$ cat src/rtl/sar_search_ctrl.sv
// Successive-approximation search controller: drives trial values to an external
// comparator, resolves the target MSB first and reports result/hit/err with a done pulse.
module sar_search_ctrl #(
  parameter int WIDTH  = 8,
  parameter int SETTLE = 1
) (
  input  logic             clk,
  input  logic             rst_n,
  input  logic             start,
  output logic [WIDTH-1:0] trial,
  input  logic             tgt_gt_trial,
  input  logic             tgt_lt_trial,
  input  logic             tgt_eq_trial,
  output logic             busy,
  output logic             done,
  output logic [WIDTH-1:0] result,
  output logic             hit,
  output logic             err
);

  localparam int IW = (WIDTH > 1) ? $clog2(WIDTH) : 1;
  localparam int CW = (SETTLE > 1) ? $clog2(SETTLE) : 1;

  typedef enum logic [1:0] {
    ST_IDLE,
    ST_SETTLE,
    ST_DONE
  } state_t;

  state_t           state_q;
  logic [WIDTH-1:0] trial_q;
  logic [WIDTH-1:0] result_q;
  logic             busy_q;
  logic             done_q;
  logic             hit_q;
  logic             err_q;
  logic [IW-1:0]    bitIdx_q;
  logic [CW-1:0]    settleCnt_q;

  logic             sampleNow_d;
  logic             flagsOneHot_d;
  logic [WIDTH-1:0] decidedTrial_d;
  logic [WIDTH-1:0] nextTrial_d;

  // Decision on the current bit and the probe of the next bit are formed together,
  // so both land on the same sample edge.
  always_comb begin
    sampleNow_d    = (settleCnt_q == CW'(SETTLE - 1));
    flagsOneHot_d  = $onehot({tgt_gt_trial, tgt_lt_trial, tgt_eq_trial});
    decidedTrial_d = trial_q;
    if (tgt_lt_trial) begin
      decidedTrial_d[bitIdx_q] = 1'b0;
    end
    nextTrial_d = decidedTrial_d;
    if (bitIdx_q != '0) begin
      nextTrial_d[bitIdx_q - IW'(1)] = 1'b1;
    end
  end

  always_ff @(posedge clk or negedge rst_n) begin
    if (!rst_n) begin
      state_q     <= ST_IDLE;
      trial_q     <= '0;
      result_q    <= '0;
      busy_q      <= 1'b0;
      done_q      <= 1'b0;
      hit_q       <= 1'b0;
      err_q       <= 1'b0;
      bitIdx_q    <= '0;
      settleCnt_q <= '0;
    end else begin
      case (state_q)
        ST_IDLE: begin
          done_q <= 1'b0;
          if (start) begin
            trial_q     <= WIDTH'(1) << (WIDTH - 1);
            busy_q      <= 1'b1;
            bitIdx_q    <= IW'(WIDTH - 1);
            settleCnt_q <= '0;
            hit_q       <= 1'b0;
            err_q       <= 1'b0;
            state_q     <= ST_SETTLE;
          end
        end
        ST_SETTLE: begin
          if (!sampleNow_d) begin
            settleCnt_q <= settleCnt_q + CW'(1);
          end else if (!flagsOneHot_d) begin
            err_q    <= 1'b1;
            result_q <= '0;
            trial_q  <= '0;
            busy_q   <= 1'b0;
            done_q   <= 1'b1;
            state_q  <= ST_DONE;
          end else if (tgt_eq_trial) begin
            result_q <= trial_q;
            hit_q    <= 1'b1;
            busy_q   <= 1'b0;
            done_q   <= 1'b1;
            state_q  <= ST_DONE;
          end else if (bitIdx_q == '0) begin
            result_q <= decidedTrial_d;
            trial_q  <= decidedTrial_d;
            busy_q   <= 1'b0;
            done_q   <= 1'b1;
            state_q  <= ST_DONE;
          end else begin
            trial_q     <= nextTrial_d;
            bitIdx_q    <= bitIdx_q - IW'(1);
            settleCnt_q <= '0;
          end
        end
        ST_DONE: begin
          done_q  <= 1'b0;
          state_q <= ST_IDLE;
        end
        default: state_q <= ST_IDLE;
      endcase
    end
  end

  assign trial  = trial_q;
  assign result = result_q;
  assign busy   = busy_q;
  assign done   = done_q;
  assign hit    = hit_q;
  assign err    = err_q;

endmodule

$ cat config.mk
export PLATFORM = sky130hd
export DESIGN_NAME = sar_search_ctrl
export DESIGN_NICKNAME = d
export VERILOG_FILES = /design/src/rtl/sar_search_ctrl.sv
export SDC_FILE = /design/constraint.sdc
export NUM_CORES = 1
export LEC_CHECK = 0
export BUFFER_PORTS_ARGS = -buffer_cell sky130_fd_sc_hd__buf_2
export CAP_MARGIN = 25
export CORE_MARGIN = 2
export CORE_UTILIZATION = 30
export CTS_CLUSTER_DIAMETER = 200
export CTS_CLUSTER_SIZE = 28
export DETAILED_ROUTE_END_ITERATION = 16
export GPL_TIMING_DRIVEN = 0
export HOLD_SLACK_MARGIN = 0.1
export SYNTH_ARGS = -nofsm -noshare
export SYNTH_HDL_FRONTEND = slang
export SYNTH_SLANG_ARGS = --single-unit
$ cat constraint.sdc
create_clock -name clk -period 1.9 [get_ports clk]
set_input_delay 0.095 -clock clk [delete_from_list [all_inputs] [get_ports clk]]
set_output_delay 0.095 -clock clk [all_outputs]
set_load 0.1 [all_outputs]
=== After elaboration in Yosys (flattened, before gate mapping) ===
Cells that the tools add are included.

* Output and inout bits: 20
* Register bits: 26
* Input port bits: 6
* Logic and storage cells: 99

* Reduce and logical (&&, ||, !) cells: 17
* Equality and inequality tests: 13
* Muxes and demuxes: 48
* $lt $le $gt $ge: 4
* Add/subtract/negate cells: 4
* Bitwise logic cells: 4

{| class="wikitable"
|+ Operators by type and width
! operator !! number
|-
| 8-bit two-way mux || 10
|-
| 1-bit two-way mux || 18
|-
| 8-bit case mux with 2 select lines || 1
|-
| 3-bit two-way mux || 5
|-
| 2-bit != test, second input constant || 7
|-
| 4-bit AND reduction || 3
|-
| 2-bit two-way mux || 5
|-
| 1-bit case mux with 2 select lines || 5
|-
| 3-bit AND reduction || 3
|-
| 8-bit AND || 1
|-
| 3-bit by 4-bit less-than comparator with 1-bit output, second input constant || 2
|-
| 8-bit inverter || 1
|-
| 8-bit bitwise OR || 1
|-
| 1-bit demux with 3-bit select || 2
|-
| 3-bit by 1-bit greater-or-equal comparator with 1-bit output, second input constant || 2
|-
| 3-bit case mux with 2 select lines || 1
|-
| 6-bit AND reduction || 1
|-
| 5-bit AND reduction || 1
|-
| 2-bit by 1-bit == test with 1-bit output, second input constant || 2
|-
| 4-bit != test, second input constant || 1
|-
| 2-bit case mux with 2 select lines || 1
|-
| 2-bit nonzero test || 2
|-
| 3-bit zero test || 1
|-
| 3-bit by 2-bit != test with 1-bit output, second input constant || 1
|-
| other kinds (12) || 13
|}

=== Logic depth before layout (Yosys ltp) ===
Gate-level depths: netlist of the first run.

* Depth after elaboration: 14
* Gate-level depth with buffers: 7
* Depth with buffers taken out: 5

=== Worst setup path after synthesis of the first run ===
OpenSTA, ideal clock, no wires.

* Path kind: register to register
* From: register bitIdx_q[0]
* To: register result_q[0] (netlist: result[0])
* Clock period less this slack: 1.697 ns
* Stages on the path, launching flop included: 8
* Setup time: 0.126 ns
* Data required time: 1.774 ns
* Buffers on the path: 2
* Data arrival time: 1.571 ns
* Setup slack: 0.203 ns
* Cells stage by stage: dfrtp_1 buf_2 inv_1 ha_1 nand2b_1 a21oi_2 buf_6 mux2_4

* Word-level cells in the longest chain between the ends: 10
* Elaborated cells between the ends (all ways): 14
* Those cells by class: order compare (2); eq/ne (1); mux (6); bitwise (2); reduce/logical (3)

{| class="wikitable"
|+ RTL lines
! what !! line !! text
|-
| start: declaration || 37 || <nowiki>logic [IW-1:0] bitIdx_q;</nowiki>
|-
| start signal: assignment || 78 || <nowiki>bitIdx_q <= IW'(WIDTH - 1);</nowiki>
|-
| start signal: assignment || 109 || <nowiki>bitIdx_q <= bitIdx_q - IW'(1);</nowiki>
|-
| 3-bit by 4-bit less-than comparator with 1-bit output (implied by the code) or 3-bit by 1-bit greater-or-equal comparator with 1-bit output (tied branches) || 52 || <nowiki>decidedTrial_d[bitIdx_q] = 1'b0;</nowiki>
|-
| 1-bit logical AND (implied by the code) || 52 ||
|-
| 1-bit two-way mux (implied by the code) || 52 ||
|-
| 1-bit demux with 3-bit select || 52 ||
|-
| 8-bit inverter (no line) || -- ||
|-
| 8-bit AND (no line) || -- ||
|-
| 8-bit two-way mux || 51 || <nowiki>if (tgt_lt_trial) begin</nowiki>
|-
| 8-bit two-way mux || 101 || <nowiki>end else if (bitIdx_q == '0) begin</nowiki>
|-
| 8-bit two-way mux || 95 || <nowiki>end else if (tgt_eq_trial) begin</nowiki>
|-
| 8-bit two-way mux || 88 || <nowiki>end else if (!flagsOneHot_d) begin</nowiki>
|-
| end signal: assignment || 96 || <nowiki>result_q <= trial_q;</nowiki>
|-
| end signal: assignment || 102 || <nowiki>result_q <= decidedTrial_d;</nowiki>
|-
| end: declaration || 32 || <nowiki>logic [WIDTH-1:0] result_q;</nowiki>
|}

Several ways; a longest one is shown, not always the timed one. The select of a mux whose other input is x is not followed.
A chain may end at the register's enable or synchronous reset.

=== Worst setup path after layout of the first run ===
* From: register bitIdx_q[0]
* To: register result_q[4] (netlist: result[4])

The elaborated chain is that of the path after synthesis.

==> results of run 1 <==
==> cell type report <==
cell class                      instances  area (um2)
Inverter                                3        11.3
Clock buffer                            3        41.3
Multi-Input combinational cell         92         779
Sequential cell                        25         627
Clock inverter                          1        5.00
Timing Repair Buffer                   26         135
Tap cell                               54        67.6
Fill cell                             482        2980
Buffer                                  9        47.5
==> cells in the mapped netlist <==
library cell	instances
sky130_fd_sc_hd__ha_1	2
sky130_fd_sc_hd__o211a_1	1
sky130_fd_sc_hd__o21bai_1	2
sky130_fd_sc_hd__buf_6	1
sky130_fd_sc_hd__nand2_1	4
sky130_fd_sc_hd__o31a_1	1
sky130_fd_sc_hd__and3b_1	2
sky130_fd_sc_hd__nor2_1	4
sky130_fd_sc_hd__buf_2	3
sky130_fd_sc_hd__nor4b_1	2
sky130_fd_sc_hd__mux2i_1	2
sky130_fd_sc_hd__o221a_2	1
sky130_fd_sc_hd__mux2_4	7
sky130_fd_sc_hd__a32o_1	1
sky130_fd_sc_hd__clkbuf_1	6
sky130_fd_sc_hd__fa_1	1
sky130_fd_sc_hd__nor3b_1	3
sky130_fd_sc_hd__nor4_1	1
sky130_fd_sc_hd__a41oi_1	1
sky130_fd_sc_hd__or2_1	1
sky130_fd_sc_hd__o311a_1	8
sky130_fd_sc_hd__dfrtp_1	25
sky130_fd_sc_hd__nand3_1	8
sky130_fd_sc_hd__or3b_2	1
sky130_fd_sc_hd__o21ai_0	8
sky130_fd_sc_hd__nor3b_4	1
sky130_fd_sc_hd__nor2b_1	3
sky130_fd_sc_hd__mux2_2	1
sky130_fd_sc_hd__a21o_1	1
sky130_fd_sc_hd__nor4bb_1	1
sky130_fd_sc_hd__and3_1	1
sky130_fd_sc_hd__nand2b_1	5
sky130_fd_sc_hd__o2111ai_1	11
sky130_fd_sc_hd__a21oi_2	1
sky130_fd_sc_hd__inv_1	3
sky130_fd_sc_hd__a311oi_1	1
sky130_fd_sc_hd__and4b_1	1
sky130_fd_sc_hd__or3_1	1
sky130_fd_sc_hd__o211ai_1	3
==> tightest hold or removal path: cells and delay by family <==
kind	cells	cell delay, ns
AND/OR/NAND/NOR	2	0.28
buffers and inverters	1	0.11
==> cells by family after synthesis <==
family | after synthesis
compound gates | 40
flops | 25
buf+inv | 13
simple gates | 39
mux | 10
fa+ha+maj | 3
==> where the power goes <==
part           internal (mW)  total, mW  switching, mW
Combinational          0.185      0.848          0.663
Sequential             0.604      0.665         0.0603
Clock                  0.147      0.336          0.189
Total                  0.937       1.85          0.911
==> through the flow <==
| stage | total power, mW | worst slack, ns | utilization |
|---|---|---|---|
| floorplan | 1.35 | 0.203 | - |
| global placement | 1.50 | -0.0290 | 0.349 |
| detailed placement | 1.51 | -0.0678 | 0.349 |
| CTS | 1.85 | 0.00656 | 0.366 |
| global route | 1.93 | -0.0732 | 0.365 |
| finish | 1.85 | 0.00484 | 0.365 |
==> flip-flops by register name, indices dropped and copies added, names as in the netlist <==
register  cells
hit           1
busy          1
err           1
bitIdx_q      3
trial         8
done          1
result        8
state_q       2
==> final timing paths <==
check | startpoint | end | depth (start not counted)
worst max-delay path | bitIdx_q[0]$_DFFE_PN0P_ | result[4]$_DFFE_PN0P_ | 7
worst max register to register | bitIdx_q[0]$_DFFE_PN0P_ | result[4]$_DFFE_PN0P_ | 7
worst min-delay path | start | state_q[0]$_DFFE_PN0P_ | 3
min in group asynchronous | rst_n | state_q[0]$_DFFE_PN0P_ | 2
worst min register to register | done$_DFFE_PN0P_ | done$_DFFE_PN0P_ | 1
max in group asynchronous | rst_n | bitIdx_q[0]$_DFFE_PN0P_ | 2
==> placed cells by master, fill, tap and decap left out, types with 2 or more instances in the layout <==
cell type	Yosys	routed
sky130_fd_sc_hd__dfrtp_1	25	24
sky130_fd_sc_hd__clkbuf_8	0	3
sky130_fd_sc_hd__o2111ai_1	11	11
sky130_fd_sc_hd__and3b_1	2	2
sky130_fd_sc_hd__nor2b_1	3	3
sky130_fd_sc_hd__o21ai_0	8	8
sky130_fd_sc_hd__nor2_1	4	4
sky130_fd_sc_hd__buf_2	3	27
sky130_fd_sc_hd__nor3b_1	3	2
sky130_fd_sc_hd__nand2b_1	5	5
sky130_fd_sc_hd__inv_1	3	3
sky130_fd_sc_hd__o311a_1	8	8
sky130_fd_sc_hd__nand2_1	4	4
sky130_fd_sc_hd__o21bai_1	2	2
sky130_fd_sc_hd__o211ai_1	3	3
sky130_fd_sc_hd__nand3_1	8	8
sky130_fd_sc_hd__mux2_4	7	7
sky130_fd_sc_hd__clkbuf_1	6	5
sky130_fd_sc_hd__mux2i_1	2	2
==> per-layer routing <==
metal	vias to the layer above	global-route usage	routed length [um]
met5	-	0	0
met4	0	0.0566	45
met3	5	0.0288	159
met2	33	0.234	1760
met1	620	0.198	1700
li1	567	-	-
==> what timing repair did <==
action,CTS,global route
endpoints found under the hold margin,25,0
gates resized for setup,6,0
pin swaps,0,0
setup endpoints to repair,12,13
hold buffers,1,0
==> results.toml, run 1 <==
[finish]
final_design_area_no_fill_um2 = 1710
number_of_antenna_repair_diodes = 0
design.final.nets = 169
instances_no_fill = 213
area_delta_synth_final_pct = 18.6
ratio_of_cells_with_drive_above_1_in_the_final_layout = 0.314

[global_routing]
antenna_found_initial = 0
first_global_vias = 1221
wire_length_of_the_first_global_routing_pass_mm = 6.08
gr-usage-all-layers = 0.147
grt-ovfl-total = 0
largest_net_degree_at_the_start_of_global_routing = 26

[timing]
timing.max_slew.rel_slack = 0.601
min_period_over_period = 0.997
finalHoldViolCount = 0
fmax_mhz = 528
timing.final.max_slew_violations = 0
fin_hold_ws_ns = 0.233
grt_setup_unrepaired = "yes"
setup_viol = 0
timing.clock.skew_ns = 0.00451
finalWorstPathRequiredPeriod_ns = 1.90
worst_pin_slew_ns = 0.597
final.setup.tns_ns = 0

[drt]
detail_route.wl_per_cell_um = 17.2
detail_route.wirelength_mm = 3.66
drtAntennaViolNets = 0
route.detailed.vias_per_inst = 5.75
drt_iter0_markers = 45
drt-pass1-iter-count = 4
remaining_drc_errors = 0
number_of_vias_after_detailed_routing = 1225

[die]
die_w_um = 73.4
io_pins = 26
num_rows = 25
dieHeight_um = 73.4
die_area_um2 = 5390
core_um2 = 4690
initial_core_utilization = 0.308

[synthesis]
synth_fp_nets = 139
syn-mean-instance-area_um2 = 11.1
syn-instance-count = 130
synth.area.top_cells = "sky130_fd_sc_hd__dfrtp_1, sky130_fd_sc_hd__mux2_4, sky130_fd_sc_hd__o2111ai_1"
yosysSeqAreaShare = 0.433
netlist_area_um2 = 1450
synth-warning-count = 0
netlist.area_leader.share = 0.433
combinational_family_with_the_most_area_after_synthesis = "compound AO/OA/AOI/OAI gates"
synth_top_area_cell = "sky130_fd_sc_hd__dfrtp_1"
synth_adder_area_share = 0.0312
synth-compound-area-share = 0.227
synth_area_in_simple_gates = 0.173
synth_cell_types = 39
synth_seq_cells = 25
muxShareOfSynthArea = 0.0944
post_synth_xor_area_fraction = 0

[pwr]
leakagePower_nw = 0.826
worst_ir_drop_vdd_uv = 772
cellPowerDensity_nw_per_um2 = 1080

[worst_setup_path]
cpLargestDelayFamily = "flip-flops"
cp_cell_sequence = "buf_4 -> inv_1 -> ha_2 -> nand2b_1 -> a21oi_2 -> buf_6 -> mux2_4"
startpoint_type = "flip-flop"
worstPathRequired_ns = 2.07
timing.reg2reg.setup_slack_ns = 0.005
worstSetupEndpointType = "flip-flop"
crit_arrival_ns = 2.06
timing.critical_path.buf_inv = 3
timing_worst_setup_path_type = "reg2reg"
critical-path-slowest-cell = "sky130_fd_sc_hd__dfrtp_2"
critical_path_peak_fanout = 10
critical_path.max_stage_delay_ns = 0.46

[place]
routabilityCongestion = 0.817
placed_area_um2 = 1640
post-place-cells = 209
dp_hpwl_mm = 2.65
io_buffers = 25

[clocking]
cts_sinks = 25
ctsHtreeMaxLevel = 1
post_cts.repair.setup_buffers = 0
cts_buf_count = 3
worst_skew_pair.late_latency_ns = 0.28
clk_transition_reported_paths_ns = 0.10
clock-root-buffer = "sky130_fd_sc_hd__clkbuf_8"
cts_tree = "done"
clock_path_buffers = 2

[min_path]
min_path_type = "in2reg"

[flow_run]
max_cap_viol_count = 0

[outcome]
status = "finished clean"
Power figures use the tool's default switching activity.
==> run 2: changes to the inputs <==
CORE_MARGIN = not set   (was 2)
clock period = 1.55 ns   (was 1.9 ns; I/O delays follow)
==> run 2 against run 1 <==
The run now ends with negative setup slack left. Die area decreased by 5.4%. Combinational power increased by 37%. Via count increased by 1.7%. Register-to-register slack got worse by 0.02 ns. Sequential cell count unchanged. Critical path depth unchanged. Clock skew about the same. Count of clock-buffer cells in the layout unchanged. Final cell count increased by 3.8%. Largest cell class unchanged. Largest power group unchanged.
==> results.toml, run 2 (same netlist as run 1, synthesis figures left out) <==
[timing]
timing.final.max_slew_violations = 0
setup_viol = 7
min_period_over_period = 1.01
setup_slack_ns = -0.0149
finalHoldViolCount = 0
fmax_mhz = 639
timing.max_slew.rel_slack = 0.586
grt_setup_unrepaired = "yes"
worst_pin_slew_ns = 0.620
timing.clock.skew_ns = 0.00491
finalWorstPathRequiredPeriod_ns = 1.56

[worst_setup_path]
startpoint_type = "flip-flop"
cp_cell_sequence = "buf_6 -> inv_6 -> ha_4 -> nand2b_4 -> a21oi_4 -> buf_8 -> mux2_4"
timing.reg2reg.setup_slack_ns = -0.01
crit_arrival_ns = 1.73
ff2ff_path_depth = 7
critical_path.reg2reg.endpoint = "result[4]$_DFFE_PN0P_"
critical_path_peak_fanout = 8
worstPathRequired_ns = 1.72
critical_path.max_stage_delay_ns = 0.43
worstSetupEndpointType = "flip-flop"
timing_worst_setup_path_type = "reg2reg"
critical-path-slowest-cell = "sky130_fd_sc_hd__dfrtp_2"
critical_path.reg2reg.startpoint = "bitIdx_q[0]$_DFFE_PN0P_"

[outcome]
violations = "negative setup slack"
status = "finished with violations"

[global_routing]
antenna_found_initial = 0
largest_net_degree_at_the_start_of_global_routing = 26
wire_length_of_the_first_global_routing_pass_mm = 6.56
gr-usage-all-layers = 0.166
first_global_vias = 1281
grt-ovfl-total = 0

[die]
die_area_um2 = 5100
num_rows = 24
initial_core_utilization = 0.321
dieHeight_um = 71.4
io_pins = 26
core_um2 = 4500
die_w_um = 71.4

[min_path]
min_path_type = "in2reg"
hold_end = "state_q[0]$_DFFE_PN0P_"
hold-path-cell-count = 3
hp-start = "start"

[pwr]
power.internal_mw = 1.22
worst_ir_drop_vdd_uv = 850
cellPowerDensity_nw_per_um2 = 1260
leakagePower_nw = 0.895
sw_power_mw = 1.16
total_power_mw = 2.39
power.clock.fraction = 0.177
share_comb_of_total_power = 0.484
p_sw_frac = 0.488
flop_pwr_share = 0.339

[clocking]
ctsHtreeMaxLevel = 1
cts_buf_count = 3
clock-root-buffer = "sky130_fd_sc_hd__clkbuf_8"
clk_transition_reported_paths_ns = 0.10
cts_tree = "done"
cts_sinks = 25
clock_path_buffers = 2
worst_skew_pair.late_latency_ns = 0.28

[drt]
drt_iter0_markers = 65
drtAntennaViolNets = 0
remaining_drc_errors = 0
number_of_vias_after_detailed_routing = 1246
drt-pass1-iter-count = 4
route.detailed.vias_per_inst = 5.64
detail_route.wl_per_cell_um = 17.6
detail_route.wirelength_mm = 3.90

[finish]
area_delta_synth_final_pct = 31.3
most-common-layout-cells = "sky130_fd_sc_hd__buf_2, sky130_fd_sc_hd__dfrtp_1, sky130_fd_sc_hd__buf_4"
final_design_area_no_fill_um2 = 1900
instances_no_fill = 221
design.final.nets = 179
mostFrequentLayoutCell = "sky130_fd_sc_hd__buf_2"
register_area_um2 = 628
ratio_of_cells_with_drive_above_1_in_the_final_layout = 0.432
multiInputGateArea_um2 = 866
filler_cell_count = 446
number_of_antenna_repair_diodes = 0

[place]
post-place-cells = 207
io_buffers = 25
placed_area_um2 = 1710
dp_hpwl_mm = 2.64
routabilityCongestion = 0.781

[flow_run]
max_cap_viol_count = 0
[run 2: cell count changes in the layout (fill, tap and decap cells not counted), moves of 2 or more]
cell / previous run / this run
sky130_fd_sc_hd__clkbuf_1: 5 / 2
sky130_fd_sc_hd__inv_6: 0 / 2
sky130_fd_sc_hd__inv_1: 3 / 1
sky130_fd_sc_hd__ha_4: 0 / 2
sky130_fd_sc_hd__buf_4: 1 / 11
[run 2: worst max path at each step]
stage / cells after the start / from / endpoint / slack [ns]
3_3_place_gp: 6 / tgt_gt_trial / result[4]$_DFFE_PN0P_ / -0.36
6_report: 7 / bitIdx_q[0]$_DFFE_PN0P_ / result[4]$_DFFE_PN0P_ / -0.01
5_1_grt: 7 / bitIdx_q[0]$_DFFE_PN0P_ / result[0]$_DFFE_PN0P_ / -0.08
3_5_place_dp: 6 / tgt_gt_trial / result[3]$_DFFE_PN0P_ / -0.35
2_1_floorplan: 5 / tgt_gt_trial / result[0]$_DFFE_PN0P_ / -0.08
4_1_cts: 7 / bitIdx_q[0]$_DFFE_PN0P_ / result[4]$_DFFE_PN0P_ / 0.0002
[run 2: area by class of cell]
type,count,area share
Multi-Input combinational cell,92,0.456
Timing Repair Buffer,37,0.115
Clock inverter,1,0.00462
Inverter,3,0.00858
Buffer,8,0.0284
Tap cell,52,0.0343
Clock buffer,3,0.0218
Sequential cell,25,0.331
[run 2: timing repair]
item	in CTS	in global routing
endpoints found under the hold margin	25	0
setup buffers	11	0
resized for setup	10	7
pin swaps	3	3
endpoints found under the setup margin	17	15
cloned	0	0
hold buffers	1	0
[run 2: critical path: cells and delay by family (launching register included)]
| family | cells | cell delay [ns] |
|---|---|---|
| adders and majority gates | 1 | 0.15 |
| DFF | 1 | 0.43 |
| AOI/OAI and AO/OA | 1 | 0.15 |
| muxes | 1 | 0.30 |
| buffers and inverters | 3 | 0.36 |
| and+or+nand+nor | 1 | 0.07 |
[run 2: power by group through the flow]
stage | combinational, mW | sequential (mW) | clock (mW)
after CTS | 1.14 | 0.808 | 0.433
after global placement | 1.05 | 0.823 | 0
after global routing | 1.20 | 0.825 | 0.464
final | 1.16 | 0.809 | 0.421
after detailed placement | 1.07 | 0.827 | 0
after floorplan | 0.349 | 1.33 | 0
[run 2: per-layer routing]
metal | global-route usage | up-vias | part of all wire
met2 | 0.271 | 27 | 0.49
li1 | - | 591 | -
met3 | 0.0239 | 5 | 0.027
met1 | 0.226 | 623 | 0.47
met4 | 0.0600 | 0 | 0.010
met5 | 0 | - | 0
[run 2: stage by stage]
step | setup WS, ns | util | hold slack, ns | TNS, ns
global route | -0.0783 | 0.421 | 0.210 | -0.619
floorplan | -0.0800 | - | -0.218 | -0.634
global placement | -0.358 | 0.379 | 0.0995 | -5.76
finish | -0.0149 | 0.421 | 0.214 | -0.0800
detailed placement | -0.354 | 0.379 | 0.110 | -5.83
CTS | 0.000200 | 0.417 | 0.204 | 0
